<file path="config.mk">
export PLATFORM = sky130hd
export DESIGN_NAME = core_loader
export DESIGN_NICKNAME = d
export VERILOG_FILES = /design/src/rtl/core_loader_pkg.sv /design/src/rtl/core_loader_byte_packer.sv /design/src/rtl/core_loader.sv
export SDC_FILE = /design/constraint.sdc
export NUM_CORES = 1
export LEC_CHECK = 0
export CAP_MARGIN = 20
export CORE_ASPECT_RATIO = 0.8
export CORE_MARGIN = 2
export CORE_UTILIZATION = 30
export DETAILED_ROUTE_END_ITERATION = 10
export PLACE_DENSITY = 0.54
export SYNTH_ARGS = -nofsm -noshare
export SYNTH_HDL_FRONTEND = slang
export SYNTH_SLANG_ARGS = --single-unit
</file>
<file path="constraint.sdc">
create_clock -name clock -period 2.8 [get_ports clock]
set_input_delay 0.56 -clock clock [delete_from_list [all_inputs] [get_ports clock]]
set_output_delay 0.56 -clock clock [all_outputs]
set_load 0.01 [all_outputs]
</file>
<file path="src/rtl/core_loader_pkg.sv">
// Shared types and constants for the core boot/supervision controller.
// Holds the loader state encoding and the riscv-tests exit convention.
package core_loader_pkg;

  typedef enum logic [2:0] {
    LOAD,
    DRAIN,
    RUN,
    PASS_S,
    FAIL_S,
    TIMEOUT_S,
    OVF_S
  } state_e;

  localparam int ECALL_EXIT = 93;
  localparam int PASS_GP    = 1;

  function automatic logic is_terminal(input state_e s);
    return (s == PASS_S) || (s == FAIL_S) ||
           (s == TIMEOUT_S) || (s == OVF_S);
  endfunction

endpackage

</file>
<file path="src/rtl/core_loader_byte_packer.sv">
// Packs a little-endian byte stream into 32-bit words.
// A short final word is zero-filled above the last byte.
module byte_packer (
  input  logic        clock,
  input  logic        reset,
  input  logic        clear_i,
  input  logic [7:0]  byte_i,
  input  logic        strobe_i,
  input  logic        last_i,
  output logic [31:0] word_o,
  output logic        word_valid_o,
  output logic        word_last_o
);

  logic [1:0]  idx_q;
  logic [23:0] acc_q;

  // acc_q is zero above idx_q, so OR-ing in the byte also zero-fills
  always_comb begin
    word_o       = {8'h00, acc_q} |
                   ({24'h000000, byte_i} << {idx_q, 3'b000});
    word_valid_o = strobe_i && ((idx_q == 2'd3) || last_i);
    word_last_o  = strobe_i && last_i;
  end

  always_ff @(posedge clock) begin
    if (reset || clear_i) begin
      idx_q <= '0;
      acc_q <= '0;
    end else if (word_valid_o) begin
      idx_q <= '0;
      acc_q <= '0;
    end else if (strobe_i) begin
      idx_q <= idx_q + 2'd1;
      acc_q <= word_o[23:0];
    end
  end

endmodule

</file>
<file path="src/rtl/core_loader.sv">
// Boot loader and run supervisor for the RV32 core: image load,
// core release, exit detection on gp/a7, cycle count and timeout.
module core_loader #(
  parameter int WIDTH          = 32,
  parameter int IMEM_DEPTH     = 512,
  parameter int TIMEOUT_CYCLES = 100000
) (
  input  logic             clock,
  input  logic             reset,
  input  logic             restart,
  input  logic             s_valid,
  output logic             s_ready,
  input  logic [7:0]       s_data,
  input  logic             s_last,
  output logic             core_reset,
  output logic             ins_mem_en,
  output logic [WIDTH-1:0] ins_mem_addr,
  output logic [WIDTH-1:0] ins_mem_data,
  input  logic [WIDTH-1:0] gp,
  input  logic [WIDTH-1:0] a7,
  output logic             done,
  output logic             pass,
  output logic             fail,
  output logic             timeout,
  output logic             overflow,
  output logic [WIDTH-1:0] fail_test,
  output logic [WIDTH-1:0] cycle_count
);

  import core_loader_pkg::*;

  localparam logic [WIDTH-1:0] DEPTH_W = WIDTH'(IMEM_DEPTH);
  localparam logic [WIDTH-1:0] TMO_W   = WIDTH'(TIMEOUT_CYCLES);
  localparam logic [WIDTH-1:0] EXIT_W  = WIDTH'(ECALL_EXIT);
  localparam logic [WIDTH-1:0] PASS_W  = WIDTH'(PASS_GP);
  localparam logic [WIDTH-1:0] ONE_W   = WIDTH'(1);

  state_e           state_q, state_d;
  logic [WIDTH-1:0] wcnt_q, wcnt_d;
  logic [WIDTH-1:0] cnt_q, cnt_d;
  logic [WIDTH-1:0] ftest_q, ftest_d;
  logic [WIDTH-1:0] addr_q, data_q;
  logic             arm_q, arm_d;
  logic             wr_d, clr_d;
  logic             en_q, core_rst_q;
  logic             pass_q, fail_q, tmo_q, ovf_q, done_q;

  logic             accept;
  logic [31:0]      pk_word;
  logic             pk_valid, pk_last;

  assign s_ready = (state_q == LOAD) && !reset;
  assign accept  = s_valid && s_ready;

  byte_packer u_packer (
    .clock        (clock),
    .reset        (reset),
    .clear_i      (clr_d),
    .byte_i       (s_data),
    .strobe_i     (accept),
    .last_i       (s_last),
    .word_o       (pk_word),
    .word_valid_o (pk_valid),
    .word_last_o  (pk_last)
  );

  always_comb begin
    state_d = state_q;
    wcnt_d  = wcnt_q;
    cnt_d   = cnt_q;
    arm_d   = arm_q;
    ftest_d = ftest_q;
    wr_d    = 1'b0;
    clr_d   = 1'b0;
    case (state_q)
      LOAD: begin
        if (pk_valid) begin
          if (wcnt_q == DEPTH_W) begin
            state_d = OVF_S;
          end else begin
            wr_d   = 1'b1;
            wcnt_d = wcnt_q + ONE_W;
            if (pk_last) state_d = DRAIN;
          end
        end
      end
      DRAIN: begin
        state_d = RUN;
        cnt_d   = '0;
        arm_d   = 1'b0;
      end
      RUN: begin
        // stale a7==93 left in unreset registers must not end the run
        if (arm_q && (a7 == EXIT_W)) begin
          if (gp == PASS_W) begin
            state_d = PASS_S;
          end else begin
            state_d = FAIL_S;
            ftest_d = gp >> 1;
          end
        end else if (cnt_q == TMO_W) begin
          state_d = TIMEOUT_S;
        end
        if (state_d == RUN) begin
          cnt_d = (&cnt_q) ? cnt_q : cnt_q + ONE_W;
        end
        if (a7 != EXIT_W) arm_d = 1'b1;
      end
      PASS_S, FAIL_S, TIMEOUT_S, OVF_S: begin
        if (restart) begin
          state_d = LOAD;
          clr_d   = 1'b1;
          wcnt_d  = '0;
          cnt_d   = '0;
          arm_d   = 1'b0;
          ftest_d = '0;
        end
      end
      default: begin
        state_d = LOAD;
        clr_d   = 1'b1;
      end
    endcase
  end

  always_ff @(posedge clock) begin
    if (reset) begin
      state_q    <= LOAD;
      wcnt_q     <= '0;
      cnt_q      <= '0;
      ftest_q    <= '0;
      arm_q      <= 1'b0;
      en_q       <= 1'b0;
      addr_q     <= '0;
      data_q     <= '0;
      core_rst_q <= 1'b1;
      pass_q     <= 1'b0;
      fail_q     <= 1'b0;
      tmo_q      <= 1'b0;
      ovf_q      <= 1'b0;
      done_q     <= 1'b0;
    end else begin
      state_q    <= state_d;
      wcnt_q     <= wcnt_d;
      cnt_q      <= cnt_d;
      ftest_q    <= ftest_d;
      arm_q      <= arm_d;
      en_q       <= wr_d;
      if (wr_d) begin
        addr_q <= wcnt_q;
        data_q <= WIDTH'(pk_word);
      end
      core_rst_q <= (state_d != RUN);
      pass_q     <= (state_d == PASS_S);
      fail_q     <= (state_d == FAIL_S);
      tmo_q      <= (state_d == TIMEOUT_S);
      ovf_q      <= (state_d == OVF_S);
      done_q     <= is_terminal(state_d);
    end
  end

  assign core_reset   = core_rst_q;
  assign ins_mem_en   = en_q;
  assign ins_mem_addr = addr_q;
  assign ins_mem_data = data_q;
  assign done         = done_q;
  assign pass         = pass_q;
  assign fail         = fail_q;
  assign timeout      = tmo_q;
  assign overflow     = ovf_q;
  assign fail_test    = ftest_q;
  assign cycle_count  = cnt_q;

endmodule

</file>
==> flow_summary.json, run 1 <==
{
  "drv_cap": 0,
  "rsz0062_at_grt": "false",
  "crit_chain": "clkdlybuf4s50_1, nor4_1, nand4_1, a2111o_1, o311ai_0, o221ai_1, a31o_2",
  "critical-path-top-delay-family": "compound AO/OA/AOI/OAI gates",
  "numCtsBuffers": 17,
  "hold_path_class": "flip-flop to flip-flop",
  "syn_area_per_cell_um2": 8.38,
  "detail-route-antenna-nets": 0,
  "synth_cell_type_count": 62,
  "seqCellArea_um2": 3920,
  "hold_violations": 0,
  "post-cts-setup-buffer-count": 0,
  "max_slew_margin_pct": 23.9,
  "insertion_delay_ns": 0.44,
  "crit_type": "primary input to flip-flop",
  "design_area_um2": 11800,
  "synth_nets": 1108,
  "cts_htree_levels": 4,
  "grt_usage_pct": 17.6,
  "whs_ns": 0.453,
  "cp_max_fo": 4,
  "dp_hpwl_um": 18700,
  "ys.flop_type": "dfxtp_1",
  "antenna_found_initial": 1,
  "place_area_um2": 11300,
  "cts_sinks": 196,
  "antenna_cells": 0,
  "syn_area_um2": 8600,
  "yosysTopAreaCell": "dfxtp_1",
  "synth-edff-count": 0,
  "slew_viol_final": 0,
  "final_util_pct": 42.0,
  "cp_slowest_cell": "a2111o_1",
  "status": "complete, no violations",
  "gp_congestion": 0.820,
  "irDropWorstVdd_mv": 0.415,
  "ctsLongestPathBuffers": 2,
  "critPathMaxStageDelay_ns": 0.49,
  "layout.nets": 1315,
  "fin_skew_ns": 0.0150,
  "wl_per_cell_um": 16.4,
  "setup.worst_path.end_class": "flip-flop",
  "arrival_ns": 2.98,
  "critPathLaunchType": "primary input",
  "async_reset_ff_share_pct": 0,
  "yosysSeqAreaShare_pct": 45.6,
  "synth_most_common_cell": "dfxtp_1",
  "multi_input_area_um2": 4330,
  "finalSetupViolCount": 0,
  "first_pass_iters": 5,
  "die_area_um2": 30000,
  "layout-drive-gt1-share_pct": 8.21,
  "grt_pass1_vias": 7690,
  "worstPathRequired_ns": 3.12,
  "io_pins": 213,
  "vias": 8164,
  "syn_inst": 1026,
  "drt_iter0_drc": 384,
  "yosys-top-cells-area": "dfxtp_1 46%, a21oi_1 5.8%, nand2_1 5.6%, nor2_1 4.9%, mux2i_1 4.8%",
  "io_buffers": 211,
  "core-area_um2": 28200,
  "min_period_ns": 2.66,
  "die_h_um": 155,
  "grt_pass1_wl_um": 42500,
  "cts_root_buf": "clkbuf_16",
  "ctsResizeCount": 0,
  "synth_top_area_share_pct": 45.6,
  "yosys_warnings": 0,
  "routed_wl_um": 26400,
  "grt_overflow": 0,
  "critPathBufInv": 1,
  "synthToLayoutAreaGrowth_pct": 37.7,
  "grt_max_degree": 96,
  "leakagePower_nw": 3.93,
  "fmax_mhz": 376,
  "place_ws_ns": -0.263,
  "hold_buffers": 0,
  "num_rows": 55,
  "path_clk_slew_ns": 0.07,
  "die_x_um": 193,
  "fin_ws_ns": 0.141,
  "fin_crit_sh_pct": 95.0,
  "worstMarginPinSlew_ns": 1.14,
  "via_per_inst": 5.06,
  "synth_commonest_cells": "196 x dfxtp_1, 128 x nand2_1, 112 x nor2_1",
  "drc": 0,
  "n_fill_cell": 2872,
  "start_util_pct": 30.5,
  "ys_seq_elements": 196,
  "cts_tree": "yes",
  "powerDensity_nw_per_um2": 488
}
==> flip-flops by register name, summed over array words and instances, names as in the netlist, 2 cells and up <==
register        cells
ins_mem_addr       32
u_packer.idx_q      2
u_packer.acc_q     24
wcnt_q             32
ins_mem_data       32
state_q             3
fail_test          31
cycle_count        32
==> layout by cell type, fill, tap and decap left out, types with 30 or more instances in the layout <==
cell / n
a21oi_1: 99
and2_1: 38
buf_4: 43
clkdlybuf4s50_1: 210
dfxtp_1: 196
mux2i_1: 41
nand2_1: 128
nand3_1: 30
nor2_1: 112
nor3_1: 36
nor4_1: 30
==> kinds of logic (layout without fill, tap and decap cells) <==
kind of cell,Yosys count,after routing,synth area share (%)
muxes,41,41,4.77
AOI/OAI and AO/OA,207,207,15.1
xor gates and xnor gates,13,13,1.32
adders and majority gates,5,5,0.728
DFF,196,196,45.6
and+or+nand+nor,476,476,28.0
other,1,1,0.0436
buffers and inverters,87,304,4.39
==> where the power goes <==
part	switching, mW	internal (mW)
sequential	0.0282	2.83
clock	1.12	1.28
combinational	0.273	0.250
total	1.42	4.35
==> final timing paths <==
check                                      start          endpoint  slack, ns  cells past startpoint
worst max-delay path                      a7[26]              done       0.14                      7
worst min-delay path            ins_mem_addr[16]  ins_mem_addr[16]       0.45                      2
worst max register to register   cycle_count[11]              done       0.26                      5
worst min register to register  ins_mem_addr[16]  ins_mem_addr[16]       0.45                      2
==> worst min-delay path: stages (launching register included) <==
cell,delay (ns)
dfxtp_1,0.31
nand2_1,0.05
a21oi_1,0.05
==> stage by stage <==
step                      TNS, ns  power [mW]  instances
after global placement      -8.02        3.45       1583
after floorplan                 0        3.15       1026
after CTS                       0        5.85       1612
after detailed placement    -9.03        3.45       1583
after global routing            0        6.01       1613
final                           0        5.78       1613
==> layout make-up <==
class	instances	share of cell area [%]
inverters	18	0.571
flip-flops and latches	196	33.1
well taps	370	3.91
multi-input cells	743	36.5
repair buffers	257	21.2
clock buffers	20	3.86
clock inverters	9	0.845
==> routing by layer <==
layer	global-route usage (%)	vias to the layer above	part of all wire, %
li1	-	4081	-
met1	24.3	3853	49
met2	26.6	209	43
met3	5.53	19	6.5
met4	4.29	2	0.97
met5	0	-	0.049
Note: power is estimated with default switching activity, not from simulation.
==> inputs of run 2 (changes only) <==
GPL_TIMING_DRIVEN = 0   (was unset)
==> flow_summary.json, run 2 (synthesis gave the netlist of run 1 again) <==
{
  "multi_input_area_um2": 4410,
  "io_buffers": 210,
  "setup.worst_path.end_class": "flip-flop",
  "first_pass_iters": 5,
  "seqCellArea_um2": 3920,
  "drt_iter0_drc": 441,
  "crit_type": "primary input to flip-flop",
  "place_ws_ns": -0.675,
  "crit_chain": "clkdlybuf4s50_1, nor4_1, nand4_1, a2111o_1, o21ai_4, clkbuf_4, mux2i_1, nor2_1",
  "clockPowerShare_pct": 42.3,
  "n_fill_cell": 2901,
  "place_area_um2": 11200,
  "antenna_found_initial": 2,
  "cts_sinks": 196,
  "worstPathRequired_ns": 3.11,
  "leakagePower_nw": 3.94,
  "grt_pass1_wl_um": 44000,
  "layout-drive-gt1-share_pct": 7.93,
  "irDropWorstVdd_mv": 0.398,
  "worstMarginPinSlew_ns": 1.01,
  "mostFrequentLayoutCell": "clkdlybuf4s50_1",
  "critPathMaxStageDelay_ns": 0.52,
  "internal_power_mw": 4.34,
  "grt_overflow": 0,
  "num_rows": 55,
  "p_comb_share_pct": 9.1,
  "final_util_pct": 42.3,
  "p_sw_share_pct": 26.0,
  "insertion_delay_ns": 0.45,
  "hold_path_class": "flip-flop to flip-flop",
  "status": "complete, no violations",
  "via_per_inst": 5.08,
  "synthToLayoutAreaGrowth_pct": 38.7,
  "critPathBufInv": 2,
  "grt_max_degree": 19,
  "hold_violations": 0,
  "die_x_um": 193,
  "numCtsBuffers": 17,
  "design_area_um2": 11900,
  "drv_cap": 0,
  "gp_congestion": 0.835,
  "max_slew_margin_pct": 32.1,
  "vias": 8351,
  "cp_slowest_cell": "a2111o_1",
  "critical-path-top-delay-family": "compound AO/OA/AOI/OAI gates",
  "fmax_mhz": 379,
  "die_area_um2": 30000,
  "ctsLongestPathBuffers": 2,
  "critPathLaunchType": "primary input",
  "fin_skew_ns": 0.0191,
  "grt_usage_pct": 18.5,
  "switchingPower_mw": 1.52,
  "fin_setup_tns_ns": 0,
  "finalSetupViolCount": 0,
  "slew_viol_final": 0,
  "start_util_pct": 30.5,
  "drc": 0,
  "p_seq_share_pct": 48.6,
  "detail-route-antenna-nets": 0,
  "die_h_um": 155,
  "powerDensity_nw_per_um2": 492,
  "layout.nets": 1342,
  "routed_wl_um": 28300,
  "cts_tree": "yes",
  "dp_hpwl_um": 20900,
  "core-area_um2": 28200,
  "cts_htree_levels": 4,
  "min_period_ns": 2.64,
  "cts_root_buf": "clkbuf_16",
  "hold_buffers": 0,
  "fin_ws_ns": 0.162,
  "cp_max_fo": 10,
  "arrival_ns": 2.95,
  "fin_crit_sh_pct": 94.2,
  "path_clk_slew_ns": 0.07,
  "io_pins": 213,
  "final_cell_mix": "210 x clkdlybuf4s50_1, 196 x dfxtp_1, 128 x nand2_1",
  "grt_pass1_vias": 7713,
  "wl_per_cell_um": 17.2
}
## run 2: changes by cell type in the layout (fill, tap and decap cells not counted), sizes merged
cell and delta:
clkbuf +49, buf -24, inv +3, clkinvlp +2, diode +1
## run 2: worst paths after layout
check | depth (start not counted) | end | startpoint | slack (ns)
setup / recovery | 8 | fail_test[27] | a7[17] | 0.16
setup reg to reg | 9 | wcnt_q[11] | state_q[0] | 0.17
hold / removal | 2 | ins_mem_addr[15] | ins_mem_addr[15] | 0.45
hold reg to reg | 2 | ins_mem_addr[15] | ins_mem_addr[15] | 0.45
## run 2: timing repair
| action | CTS | global route |
|---|---|---|
| setup buffers | 0 | 5 |
| pin swaps | 0 | 3 |
| setup endpoints to repair | 132 | 156 |
| gates resized for setup | 9 | 34 |
## run 2: worst reg2reg max path, delay by kind of cell, from the launching register on
kind                      cells  cell delay, ns
xor gates and xnor gates      1            0.19
buffers and inverters         4            1.29
DFF                           1            0.37
and+or+nand+nor               4            0.65
## run 2: per-stage QoR
stage | total power, mW | instances | hold WS (ns)
after floorplan | 3.15 | 1026 | 0.438
after global placement | 3.44 | 1606 | 0.444
after detailed placement | 3.44 | 1606 | 0.448
after CTS | 5.93 | 1638 | 0.458
after global routing | 6.08 | 1644 | 0.474
final | 5.87 | 1644 | 0.452
## run 2: cell type report
cell class                 instances  area share, %
clock inverter                    14           1.18
timing repair buffer             216           18.0
clock buffer                      18           3.68
sequential                       196           32.9
antenna                            1         0.0210
multi-input combinational        743           36.9
buffer                            68           2.78
tap                              370           3.88
inverter                          18          0.598
## run 2: routing by layer
layer,routed length (µm),GRT usage [%],vias up
met2,12300,27.8,259
met5,13,0,-
met1,13900,25.8,3925
met3,1950,5.42,24
li1,-,-,4141
met4,259,4.58,2
## run 2: power groups by stage
stage | clock network [mW] | logic (mW) | registers (mW)
6_report | 2.48 | 0.533 | 2.85
5_1_grt | 2.64 | 0.583 | 2.86
4_1_cts | 2.54 | 0.530 | 2.85
3_5_place_dp | 0 | 0.527 | 2.92
3_3_place_gp | 0 | 0.526 | 2.92
2_1_floorplan | 0 | 0.228 | 2.92
==> inputs of run 3 (changes only) <==
CORE_ASPECT_RATIO = 0.75   (was 0.8)
==> flow_summary.json, run 3 (synthesis gave the netlist of run 1 again) <==
{
  "grt_usage_pct": 18.8,
  "gp_congestion": 0.835,
  "grt_overflow": 0,
  "drv_cap": 0,
  "detail-route-antenna-nets": 0,
  "fin_ws_ns": 0.127,
  "die_area_um2": 30000,
  "hold_violations": 0,
  "layout-drive-gt1-share_pct": 7.64,
  "place_area_um2": 11200,
  "numCtsBuffers": 17,
  "final_cell_mix": "210 x clkdlybuf4s50_1, 196 x dfxtp_1, 128 x nand2_1",
  "core-area_um2": 28100,
  "place_ws_ns": -0.744,
  "layout.nets": 1339,
  "dp_hpwl_um": 21000,
  "cts_tree": "yes",
  "seqCellArea_um2": 3920,
  "grt_max_degree": 19,
  "leakagePower_nw": 3.91,
  "whs_ns": 0.453,
  "power_mw": 5.83,
  "mostFrequentLayoutCell": "clkdlybuf4s50_1",
  "num_rows": 53,
  "synthToLayoutAreaGrowth_pct": 38.4,
  "start_util_pct": 30.6,
  "min_period_ns": 2.67,
  "antenna_found_initial": 0,
  "grt_pass1_vias": 7889,
  "crit_chain": "nand4_1, or4_1, nor4_2, o31a_4, buf_4, buf_4, o31ai_1, a21oi_1",
  "cts_root_buf": "clkbuf_16",
  "antenna_cells": 0,
  "arrival_ns": 3.04,
  "slew_viol_final": 0,
  "max_slew_margin_pct": 33.5,
  "hold_buffers": 0,
  "status": "complete, no violations",
  "worstPathRequired_ns": 3.17,
  "n_fill_cell": 2903,
  "multi_input_area_um2": 4390,
  "fin_crit_sh_pct": 95.5,
  "vias": 8311,
  "io_pins": 213,
  "insertion_delay_ns": 0.44,
  "critPathMaxStageDelay_ns": 0.59,
  "crit_type": "flip-flop to flip-flop",
  "setup.worst_path.end_class": "flip-flop",
  "first_pass_iters": 5,
  "worstMarginPinSlew_ns": 0.990,
  "hold_path_class": "flip-flop to flip-flop",
  "io_buffers": 210,
  "drc": 0,
  "routed_wl_um": 28100,
  "cp_slowest_cell": "or4_1",
  "die_x_um": 199,
  "path_clk_slew_ns": 0.08,
  "wl_per_cell_um": 17.0,
  "rsz0062_at_grt": "true",
  "ctsLongestPathBuffers": 2,
  "cts_sinks": 196,
  "cts_htree_levels": 4,
  "die_h_um": 151,
  "fin_skew_ns": 0.0135,
  "via_per_inst": 5.02,
  "design_area_um2": 11900,
  "drt_iter0_drc": 442,
  "r2r_setup_slack_ns": 0.13,
  "crit_path_frequent_cell": "buf_4",
  "critPathLaunchType": "flip-flop",
  "powerDensity_nw_per_um2": 490,
  "finalSetupViolCount": 0,
  "fmax_mhz": 374,
  "grt_pass1_wl_um": 43600,
  "cp_max_fo": 10,
  "irDropWorstVdd_mv": 0.422
}
-- run 3: cell types whose count changed in the layout (fill, tap and decap cells not counted), moves of 2 or more --
| cell | previous run | this run |
|---|---|---|
| clkinv_2 | 1 | 3 |
| clkbuf_2 | 13 | 10 |
| inv_6 | 6 | 4 |
| buf_4 | 10 | 8 |
| inv_8 | 1 | 3 |
-- run 3: through the flow --
stage               util (%)  cells  setup TNS [ns]
floorplan                  -   1026               0
global placement        39.8   1621          -68.46
detailed placement      39.8   1621          -72.23
CTS                     42.0   1654               0
global route            42.3   1655         -0.0214
finish                  42.3   1655               0
-- run 3: worst max-delay path: cells and delay by family (launching register included) --
kind | cells | cell delay, ns
compound gates | 3 | 0.48
buf+inv | 2 | 0.39
flops | 1 | 0.50
simple gates | 3 | 1.23
-- run 3: final cells by class --
cell class,count,share of cell area (%)
Buffer,68,2.80
Clock buffer,17,3.57
Clock inverter,15,1.24
Inverter,18,0.599
Multi-Input combinational cell,743,36.9
Sequential cell,196,33.0
Tap cell,385,4.05
Timing Repair Buffer,213,17.9
-- run 3: report_power, final --
part           leakage, nW  switching, mW  internal (mW)  total [mW]
combinational         2.04          0.285          0.238       0.523
clock                0.284           1.20           1.26        2.46
sequential            1.58         0.0282           2.83        2.85
total                 3.91           1.51           4.32        5.83
-- run 3: per-layer routing --
metal  track usage, %  vias to the layer above  part of all wire, %
met5                0                        -                    0
met4             4.52                        0                 0.93
li1                 -                     4133                    -
met2             28.9                      230                   44
met3             5.78                       20                  7.2
met1             25.7                     3928                   48
-- run 3: final timing paths --
path | cells after the start | start | endpoint
min reg2reg | 2 | ins_mem_addr[13] | ins_mem_addr[13]
min | 2 | ins_mem_addr[13] | ins_mem_addr[13]
max | 8 | cycle_count[24] | cycle_count[26]
max reg2reg | 8 | cycle_count[24] | cycle_count[26]
-- run 3: what timing repair did --
action / 4_1_cts / 5_1_grt
pin swaps: 1 / 3
endpoints found under the setup margin: 131 / 128
gates resized for setup: 13 / 28
setup buffers: 1 / 2
